<file path="src/rtl/i2c_tx_pkg.sv">
// Shared types and defaults for the I2C slave-transmitter controller.
package i2c_tx_pkg;

  localparam int unsigned     DATA_WIDTH_DEF = 8;
  localparam logic [7:0]      IDLE_BYTE_DEF  = 8'hFF;

  typedef enum logic [2:0] {
    IDLE,
    LOAD,
    SHIFT,
    ACK,
    ACKED,
    WAIT_STOP
  } tx_state_t;

endpackage

</file>
<file path="src/rtl/i2c_tx_if.sv">
// Bus/handshake bundle between the TX timer, transmit buffer and the controller.
interface i2c_tx_if #(
  parameter int unsigned DATA_WIDTH = i2c_tx_pkg::DATA_WIDTH_DEF
) ();

  logic                  rising_edge;
  logic                  falling_edge;
  logic                  start;
  logic                  stop;
  logic                  byte_received;
  logic                  check_ack;
  logic                  ack_done;
  logic                  sda_in;
  logic [DATA_WIDTH-1:0] tx_data;
  logic                  tx_valid;
  logic                  tx_ready;
  logic                  sda_out;
  logic                  tx_active;
  logic                  byte_sent;
  logic                  nack_received;
  logic                  underrun;
  logic [7:0]            byte_count;

  modport master (
    output rising_edge, falling_edge, start, stop, byte_received, check_ack,
           ack_done, sda_in, tx_data, tx_valid,
    input  tx_ready, sda_out, tx_active, byte_sent, nack_received, underrun,
           byte_count
  );

  modport slave (
    input  rising_edge, falling_edge, start, stop, byte_received, check_ack,
           ack_done, sda_in, tx_data, tx_valid,
    output tx_ready, sda_out, tx_active, byte_sent, nack_received, underrun,
           byte_count
  );

endinterface

</file>
<file path="src/rtl/tx_shift_reg.sv">
// MSB-first transmit shift register, fills with 1 so SDA releases after the last bit.
module tx_shift_reg import i2c_tx_pkg::*; #(
  parameter int unsigned DATA_WIDTH = DATA_WIDTH_DEF
) (
  input  logic                  clk,
  input  logic                  rst,
  input  logic                  load,
  input  logic [DATA_WIDTH-1:0] din,
  input  logic                  shift_en,
  input  logic                  clr_cnt,
  output logic                  msb,
  output logic                  next_msb
);

  localparam int unsigned    CW   = $clog2(DATA_WIDTH + 1);
  localparam logic [CW-1:0]  FULL = CW'(DATA_WIDTH);

  logic [DATA_WIDTH-1:0] shreg;
  logic [CW-1:0]         bit_cnt;

  // bit_cnt saturates at a full byte; further shifts would only refill 1s anyway
  always_ff @(posedge clk) begin
    if (rst) begin
      shreg   <= '1;
      bit_cnt <= '0;
    end else if (load) begin
      shreg   <= din;
      bit_cnt <= '0;
    end else if (clr_cnt) begin
      bit_cnt <= '0;
    end else if (shift_en && bit_cnt != FULL) begin
      shreg   <= {shreg[DATA_WIDTH-2:0], 1'b1};
      bit_cnt <= bit_cnt + CW'(1);
    end
  end

  assign msb      = shreg[DATA_WIDTH-1];
  assign next_msb = shreg[DATA_WIDTH-2];

endmodule

</file>
<file path="src/rtl/i2c_tx_controller.sv">
// I2C slave-transmitter controller: pulls bytes from the TX buffer, shifts them onto
// SDA MSB-first, samples the master's ACK/NACK and tracks bytes sent since START.
module i2c_tx_controller import i2c_tx_pkg::*; #(
  parameter int unsigned          DATA_WIDTH = DATA_WIDTH_DEF,
  parameter logic [DATA_WIDTH-1:0] IDLE_BYTE  = IDLE_BYTE_DEF
) (
  input  logic clk,
  input  logic rst,
  i2c_tx_if.slave bus
);

  tx_state_t state, state_nxt;

  logic       sda_q, sda_nxt;
  logic       byte_sent_q, byte_sent_nxt;
  logic       nack_q, nack_nxt;
  logic       underrun_q, underrun_nxt;
  logic [7:0] byte_count_q, byte_count_nxt;

  logic                  sr_load, sr_shift, sr_clr;
  logic [DATA_WIDTH-1:0] sr_din;
  logic                  sr_msb, sr_next_msb;

  tx_shift_reg #(.DATA_WIDTH(DATA_WIDTH)) u_shift (
    .clk      (clk),
    .rst      (rst),
    .load     (sr_load),
    .din      (sr_din),
    .shift_en (sr_shift),
    .clr_cnt  (sr_clr),
    .msb      (sr_msb),
    .next_msb (sr_next_msb)
  );

  always_ff @(posedge clk) begin
    if (rst) state <= IDLE;
    else     state <= state_nxt;
  end

  always_comb begin
    state_nxt = state;
    if (bus.stop) begin
      state_nxt = IDLE;
    end else if (bus.start) begin
      state_nxt = LOAD;
    end else begin
      case (state)
        IDLE:      state_nxt = IDLE;
        LOAD:      if (bus.tx_valid || bus.rising_edge) state_nxt = SHIFT;
        SHIFT:     if (bus.byte_received) state_nxt = ACK;
        ACK:       if (bus.check_ack) state_nxt = bus.sda_in ? WAIT_STOP : ACKED;
        ACKED:     if (bus.ack_done) state_nxt = LOAD;
        WAIT_STOP: state_nxt = WAIT_STOP;
        default:   state_nxt = IDLE;
      endcase
    end
  end

  // sda_out is registered alongside the shift register, so its next value is the
  // MSB the shift register will hold after this edge.
  always_comb begin
    sda_nxt        = 1'b1;
    byte_sent_nxt  = 1'b0;
    nack_nxt       = 1'b0;
    underrun_nxt   = 1'b0;
    byte_count_nxt = byte_count_q;
    sr_load        = 1'b0;
    sr_din         = bus.tx_data;
    sr_shift       = 1'b0;
    sr_clr         = 1'b0;
    if (bus.stop) begin
      sda_nxt = 1'b1;
    end else if (bus.start) begin
      byte_count_nxt = '0;
      sr_clr         = 1'b1;
    end else begin
      case (state)
        LOAD: begin
          if (bus.tx_valid) begin
            sr_load = 1'b1;
            sda_nxt = bus.tx_data[DATA_WIDTH-1];
          end else if (bus.rising_edge) begin
            sr_load      = 1'b1;
            sr_din       = IDLE_BYTE;
            sda_nxt      = IDLE_BYTE[DATA_WIDTH-1];
            underrun_nxt = 1'b1;
          end
        end
        SHIFT: begin
          sr_shift = bus.falling_edge;
          if (bus.byte_received) sda_nxt = 1'b1;
          else if (bus.falling_edge) sda_nxt = sr_next_msb;
          else sda_nxt = sr_msb;
        end
        ACK: begin
          if (bus.check_ack) begin
            byte_sent_nxt  = 1'b1;
            nack_nxt       = bus.sda_in;
            byte_count_nxt = byte_count_q + 8'd1;
          end
        end
        ACKED: if (bus.ack_done) sr_clr = 1'b1;
        default: ;
      endcase
    end
  end

  always_ff @(posedge clk) begin
    if (rst) begin
      sda_q        <= 1'b1;
      byte_sent_q  <= 1'b0;
      nack_q       <= 1'b0;
      underrun_q   <= 1'b0;
      byte_count_q <= '0;
    end else begin
      sda_q        <= sda_nxt;
      byte_sent_q  <= byte_sent_nxt;
      nack_q       <= nack_nxt;
      underrun_q   <= underrun_nxt;
      byte_count_q <= byte_count_nxt;
    end
  end

  assign bus.sda_out       = sda_q;
  assign bus.byte_sent     = byte_sent_q;
  assign bus.nack_received = nack_q;
  assign bus.underrun      = underrun_q;
  assign bus.byte_count    = byte_count_q;
  assign bus.tx_ready      = (state == LOAD);
  assign bus.tx_active     = (state != IDLE);

endmodule

</file>
<file path="src/flat_wrapper.sv">
// flat-port wrapper written by rule: the top's interface ports become plain ports
module i2c_tx_controller_flat import i2c_tx_pkg::*;
#(
  parameter int unsigned          DATA_WIDTH = DATA_WIDTH_DEF,
  parameter logic [DATA_WIDTH-1:0] IDLE_BYTE  = IDLE_BYTE_DEF
)
  (clk, rst, bus_rising_edge, bus_falling_edge, bus_start, bus_stop, bus_byte_received, bus_check_ack, bus_ack_done, bus_sda_in, bus_tx_data, bus_tx_valid, bus_tx_ready, bus_sda_out, bus_tx_active, bus_byte_sent, bus_nack_received, bus_underrun, bus_byte_count);
  i2c_tx_if #(.DATA_WIDTH(DATA_WIDTH)) bus_i ();
  input  logic clk;
  input  logic rst;
  input wire logic [$bits(bus_i.rising_edge)-1:0] bus_rising_edge;
  input wire logic [$bits(bus_i.falling_edge)-1:0] bus_falling_edge;
  input wire logic [$bits(bus_i.start)-1:0] bus_start;
  input wire logic [$bits(bus_i.stop)-1:0] bus_stop;
  input wire logic [$bits(bus_i.byte_received)-1:0] bus_byte_received;
  input wire logic [$bits(bus_i.check_ack)-1:0] bus_check_ack;
  input wire logic [$bits(bus_i.ack_done)-1:0] bus_ack_done;
  input wire logic [$bits(bus_i.sda_in)-1:0] bus_sda_in;
  input wire logic [$bits(bus_i.tx_data)-1:0] bus_tx_data;
  input wire logic [$bits(bus_i.tx_valid)-1:0] bus_tx_valid;
  output wire logic [$bits(bus_i.tx_ready)-1:0] bus_tx_ready;
  output wire logic [$bits(bus_i.sda_out)-1:0] bus_sda_out;
  output wire logic [$bits(bus_i.tx_active)-1:0] bus_tx_active;
  output wire logic [$bits(bus_i.byte_sent)-1:0] bus_byte_sent;
  output wire logic [$bits(bus_i.nack_received)-1:0] bus_nack_received;
  output wire logic [$bits(bus_i.underrun)-1:0] bus_underrun;
  output wire logic [$bits(bus_i.byte_count)-1:0] bus_byte_count;
  assign bus_i.rising_edge = bus_rising_edge;
  assign bus_i.falling_edge = bus_falling_edge;
  assign bus_i.start = bus_start;
  assign bus_i.stop = bus_stop;
  assign bus_i.byte_received = bus_byte_received;
  assign bus_i.check_ack = bus_check_ack;
  assign bus_i.ack_done = bus_ack_done;
  assign bus_i.sda_in = bus_sda_in;
  assign bus_i.tx_data = bus_tx_data;
  assign bus_i.tx_valid = bus_tx_valid;
  assign bus_tx_ready = bus_i.tx_ready;
  assign bus_sda_out = bus_i.sda_out;
  assign bus_tx_active = bus_i.tx_active;
  assign bus_byte_sent = bus_i.byte_sent;
  assign bus_nack_received = bus_i.nack_received;
  assign bus_underrun = bus_i.underrun;
  assign bus_byte_count = bus_i.byte_count;
  i2c_tx_controller #(.DATA_WIDTH(DATA_WIDTH), .IDLE_BYTE(IDLE_BYTE)) u_core (.clk(clk), .rst(rst), .bus(bus_i));
endmodule
</file>
<file path="config.mk">
export PLATFORM = sky130hd
export DESIGN_NAME = i2c_tx_controller_flat
export DESIGN_NICKNAME = d
export VERILOG_FILES = /design/src/rtl/i2c_tx_pkg.sv /design/src/rtl/i2c_tx_if.sv /design/src/rtl/tx_shift_reg.sv /design/src/rtl/i2c_tx_controller.sv /design/src/flat_wrapper.sv
export SDC_FILE = /design/constraint.sdc
export NUM_CORES = 1
export LEC_CHECK = 0
export BUFFER_PORTS_ARGS = -buffer_cell sky130_fd_sc_hd__buf_2
export CAP_MARGIN = 10
export CORE_ASPECT_RATIO = 1.2
export CORE_MARGIN = 2
export CORE_UTILIZATION = 45
export CTS_CLUSTER_SIZE = 30
export DETAILED_ROUTE_END_ITERATION = 7
export GPL_ROUTABILITY_DRIVEN = 0
export GPL_TIMING_DRIVEN = 1
export PLACE_DENSITY = 0.82
export SETUP_SLACK_MARGIN = 0.5
export SLEW_MARGIN = 20
export SYNTH_ARGS = -nofsm -noshare
export SYNTH_HDL_FRONTEND = slang
export SYNTH_HIERARCHICAL = 1
export SYNTH_SLANG_ARGS = --single-unit
</file>
<file path="constraint.sdc">
create_clock -name clk -period 1.8 [get_ports clk]
set_clock_uncertainty 0.1 [all_clocks]
set_input_delay 0.09 -clock clk [delete_from_list [all_inputs] [get_ports clk]]
set_output_delay 0.09 -clock clk [all_outputs]
set_load 0.05 [all_outputs]
</file>
# == Word-level counts from Yosys, hierarchy flattened ==
# Cells that the tools add are included.
# word_totals
regBits,27
in_bits,19
out_inout_bits,14
# classes
add_sub_neg,2
bitwise_logic,4
reduce_logical,16
eq_ne,15
n_mux,35
# ops
op,n
$mux W8,11
$mux W1,18
$pmux W3 S5,1
$mux W3,4
$reduce_or A5 Y1,2
$ne A3 B3 Y1 const B,3
$add A8 B1 Y8 const B,1
$reduce_and A4 Y1,2
$eq A3 B2 Y1 const B,2
$eq A3 B3 Y1 const B,2
$ne A2 B2 Y1 const B,3
$reduce_bool A2 Y1,3
$reduce_or A3 Y1,2
$add A4 B1 Y4 const B,1
$ne A2 B1 Y1 const B,2
$ne A4 B4 Y1 const B,1
$not A1 Y1,4
$reduce_or A4 Y1,1
$eq A3 B1 Y1 const B,1
$ne A3 B2 Y1 const B,1
$reduce_and A3 Y1,1
$reduce_bool A3 Y1,1
$pmux W1 S2,1
$reduce_and A2 Y1,1
3 further kinds,3

# == Longest topological paths before layout ==
# logic_depth
word_depth,8
ltp_mapped,7
ltp_nobuf,6

# == By module ==
# Netlist, hierarchy kept.
# modules_own_cells
module,area_per_inst_um2,seq_area_each_um2,n_inst,cells_per_inst
i2c_tx_controller,873.3,300.3,1,105
tx_shift_reg,611.8,240.2,1,69

# == Worst setup path after synthesis ==
# No wires, ideal clock.
# synth_timing
path_type,register to register
startpoint,reg u_core.state[1]
endpoint,reg u_core.u_shift.shreg[6]
n_path_buf,2
arrival_time_ns,2.151
stages_incl_launch_ff,8
path_slack_ns,-0.536
setup_time_ns,0.086
t_required_ns,1.614
path_cell_list,dfxtp_1 > clkbuf_1 > nor3b_2 > o211a_1 > buf_2 > nor3_1 > a21boi_0 > a211oi_1
# synth_via
word_cells_on_any_way,20
cone_classes,eq/ne (4); mux (13); reduce/logical (3)
# synth_rtl
element,line_no,source
"start, declared",i2c_tx_controller.sv:12,"tx_state_t state, state_nxt;"
"start signal, assigned",i2c_tx_controller.sv:37,else state <= state_nxt;
$eq A3 B1 Y1 *,n/a,
named net bus_tx_ready,flat_wrapper.sv:21,output wire logic [$bits(bus_i.tx_ready)-1:0] bus_tx_ready;
$mux W1 *,i2c_tx_controller.sv:77,case (state)
$mux W1 *,i2c_tx_controller.sv:73,end else if (bus.start) begin
$mux W1 *,i2c_tx_controller.sv:71,if (bus.stop) begin
named net u_core.sr_load,i2c_tx_controller.sv:20,"logic sr_load, sr_shift, sr_clr;"
$ne A2 B1 Y1 (no source line) / $reduce_bool A2 Y1 (equally long branches),n/a,
$reduce_and A2 Y1 (no source line),n/a,
"end signal, assigned",tx_shift_reg.sv:27,shreg <= din;
"end signal, assigned",tx_shift_reg.sv:32,"shreg <= {shreg[DATA_WIDTH-2:0], 1'b1};"
"end, declared",tx_shift_reg.sv:18,logic [DATA_WIDTH-1:0] shreg;
# Mark *: on every way through the listed nets, which the timed path passes. The rest lies on a longest branch.
# A chain may end at the register's enable or synchronous reset.

# == Final worst setup path ==
# layout_timing
startpoint,reg u_core.state[2]
endpoint,reg u_core.u_shift.shreg[5]
# layout_via
word_cells_on_any_way,20
cone_classes,eq/ne (4); mux (13); reduce/logical (3)
# layout_rtl
element,line_no,source
$eq A3 B1 Y1,i2c_tx_controller.sv:77,
$mux W8,i2c_tx_controller.sv:77,
$mux W8,i2c_tx_controller.sv:73,
$mux W8,i2c_tx_controller.sv:71,
named net u_core.sr_din[5],i2c_tx_controller.sv:21,logic [DATA_WIDTH-1:0] sr_din;
$mux W8,tx_shift_reg.sv:26,end else if (load) begin
# The timed path passes the listed nets, and every way through them passes these cells.

==> results.md <==
* Fin nets at 261
* Max-slew headroom at 77.0%
* Post-synthesis instance total at 174
* Startpoint type of the worst setup path: flip-flop
* Largest net degree at the start of global routing at 16
* Sort of element at the end of the critical path: flip-flop
* Maximum frequency from static timing analysis at 596 MHz
* Post-Syn Nets at 196
* Number of distinct library cell variants in the gate-level netlist after synthesis at 45
* Port Buffer Count at 32
* Setup tns final at 0 ns
* Final wirelength at 4210 microns
* Post-Syn Area per Cell at 8.54 sq um
* Standby leakage power at 0.914 nW
* Clock Tree Root: clkbuf_4
* Area overhead of the layout relative to synthesis at 50.7%
* Arrival time at the worst endpoint at 1.83 ns
* Top delay family on crit path: simple AND/OR/NAND/NOR gates
* First-pass GRT wire length at 6500 microns
* Initial core utilization at 47.7%
* Worst Hold Margin at 0.00589 ns
* Antenna diode count at 0
* Post-route DRC violation count at 0
* Proportion of netlist area held by the largest area contributor at 36.4%
* Clock sink total at 27
* Detailed Place HPWL at 2450 microns
* Number of detailed-route iterations in the first pass at 4
* Maximum ir drop on the vdd rail at 332 uV
* Gr ovfl total at 0
* Endpoint of the lowest-slack register-to-register path: u_core/u_shift/shreg[5]
* Area of the mapped netlist at 1490 sq um
* Core Rows at 22
* # Max-Cap Violations at 0
* FFs w/ async S/R, synth at 0%
* CTS tree: done
* Detail Route Antenna Nets at 0
* Total of warnings raised by yosys at 6
* Largest cells by area after synthesis: dfxtp_1, a211oi_1, nand2b_1, a21oi_1, nor2_1
* First DRT Iteration DRCs at 62
* Worst Setup SP: u_core/state[2]
* Total power draw at 0.00102 W
* Result of the run: completed
* Worst reg-to-reg setup slack at 0.12 ns
* Number of CTS-inserted buffers at 3
* Period utilisation layout at 93.2%
* End of the critical path: u_core/u_shift/shreg[5]
* Most Frequent Cell on Critical Path: buf_6
* Path length in cells of the critical path at 7
* Slowest stage cell, crit path: dfxtp_2
* Largest fanout on the critical path at 9
* Clk slew on worst S/H paths at 0.15 ns
* Die H at 66.9 microns
* Share of final-layout standard cells stronger than drive strength 1 at 46.6%
* Skew-Pair Late Insertion Delay at 0.32 ns
* Flip-flop and latch count after synthesis at 27
* Dpl cell area at 1830 sq um
* Number of flops mapped to enable cells by yosys at 0
* Final number of max-transition violations at 0
* RSZ-0062 raised after global routing: yes
* Share of the core filled with cells at 72.0%
* Worst-case reg-to-reg path depth at 7
* Required time reported for the critical path endpoint at 1.95 ns
* Final hold violations at 0
* PwrDens at 456 nW/um^2
* Commonest non-fill, non-tap cells in the layout: buf_2, buf_4, dfxtp_1, nor2_1
* Type of the worst min-delay path: in2reg
* Full die area at 3780 sq um
* Slew at the pin closest to its max-slew limit at 0.345 ns
* Vias in the first global route at 1501
* Core region area at 3110 sq um
* Start of the worst register-to-register path: u_core/state[2]
* Sequential cell area fraction in the yosys report at 36.4%
* Largest incremental delay on the critical path at 0.37 ns
* Most common cell after layout, fill and taps aside: buf_2
* Clock Tree Buf Depth at 2
* Shortest clock period the worst path allows after layout at 1.68 ns
* Fin area at 2240 sq um
* Depth of the CTS H-tree at 1
* Ordered list of cells on the worst path: buf_6 > nor3b_4 > nand4b_1 > buf_6 > nand2b_1 > nor3b_2 > a211oi_1
* Predominant post-synthesis flop cell: dfxtp_1
* Number of antenna violations at the first check in global routing at 0
* I/O pin count at 33
* Final setup violation count at 0
* Critical Setup Path Class: reg2reg
* Vias post-DR at 1598
* Routed length per instance at 15.4 microns
* DIE WIDTH at 56.4 microns
* Library cell occupying the most area in the post-synthesis netlist: dfxtp_1
* Worst path bufs/invs at 2
* Aggregate global-route resource usage at 21.4%
* Via density at 5.83
repair_timing:
action                                 in CTS  in global routing
endpoints found under the hold margin       2                  1
gates resized for setup                    26                 16
pin swaps                                  20                  8
gates cloned                                1                  0
buffers inserted                           17                  4
hold buffers                                2                  1
setup endpoints to repair                  26                 29
through the flow:
stage	cells	setup WS [ns]
detailed placement	245	0.120
finish	274	0.123
CTS	269	0.192
global placement	245	0.141
floorplan	174	-0.132
global route	274	0.0720
flip-flops by register name (all words and copies together), names as in the netlist:
signal,count
u_core/state,3
u_core/u_shift/bit_cnt,4
u_core/u_shift/shreg,8
u_core/bus.underrun,1
u_core/bus.byte_count,8
u_core/bus.sda_out,1
u_core/bus.nack_received,1
u_core/bus.byte_sent,1
cell families (layout without fill, tap and decap cells):
group | after synthesis | after routing | share of synthesized area (%)
AO/OA/AOI/OAI | 47 | 48 | 21.3
AND/OR/NAND/NOR | 74 | 74 | 31.1
XOR/XNOR | 4 | 4 | 2.36
flip-flops | 27 | 27 | 36.4
adder cells (fa/ha/maj) | 3 | 3 | 2.53
multiplexers | 3 | 3 | 2.02
buffers and inverters | 16 | 79 | 4.30
worst min path at each step:
| stage | startpoint | to | cells past startpoint |
|---|---|---|---|
| floorplan | rst | u_core/bus.byte_count[2] | 1 |
| global placement | bus_sda_in | u_core/bus.nack_received | 3 |
| detailed placement | bus_sda_in | u_core/bus.nack_received | 3 |
| CTS | rst | u_core/bus.byte_count[1] | 2 |
| global route | rst | u_core/bus.byte_count[0] | 2 |
| finish | rst | u_core/bus.byte_count[0] | 2 |
cells in the mapped netlist, types with 3 or more instances:
cell type,n
o31ai_1,3
or4_1,3
buf_2,3
a211oi_1,10
xnor2_1,3
a21boi_1,3
clkbuf_1,4
nor2_1,16
dfxtp_1,27
a21boi_0,3
ha_1,3
or3_1,4
nand2b_1,11
nor3_1,9
nand3b_1,3
o21ai_0,7
inv_1,8
nand3_1,7
mux2i_1,3
a21oi_1,12
nor3b_1,5
routing by layer:
metal	vias to the layer above	wire [microns]	part of all wire [%]	track usage, %
li1	776	-	-	-
met3	10	131	3.1	2.33
met2	48	2330	55	41.3
met1	764	1680	40	23.4
met5	-	0	0	0
met4	0	72	1.7	8.93
area by class of cell:
| class | count | area [sq um] |
|---|---|---|
| Multi-Input combinational cell | 132 | 1060 |
| Fill cell | 228 | 872 |
| Sequential cell | 27 | 576 |
| Timing Repair Buffer | 66 | 502 |
| Tap cell | 36 | 45.0 |
| Inverter | 9 | 33.8 |
| Clock buffer | 4 | 26.3 |
worst reg2reg max path, stage by stage, from the launching register on:
cell and delay (ns):
dfxtp_2 0.37, buf_6 0.13, nor3b_4 0.30, nand4b_1 0.17
buf_6 0.17, nand2b_1 0.09, nor3b_2 0.05, a211oi_1 0.22
report_power, final:
part / internal [W] / switching, W / total, W / leakage (nW)
combinational: 0.0000790 / 0.0000838 / 0.000163 / 0.673
sequential: 0.000590 / 0.00000444 / 0.000595 / 0.227
clock: 0.0000868 / 0.000176 / 0.000263 / 0.0150
total: 0.000756 / 0.000265 / 0.00102 / 0.914
No activity file was read; power rests on OpenSTA's default activity.
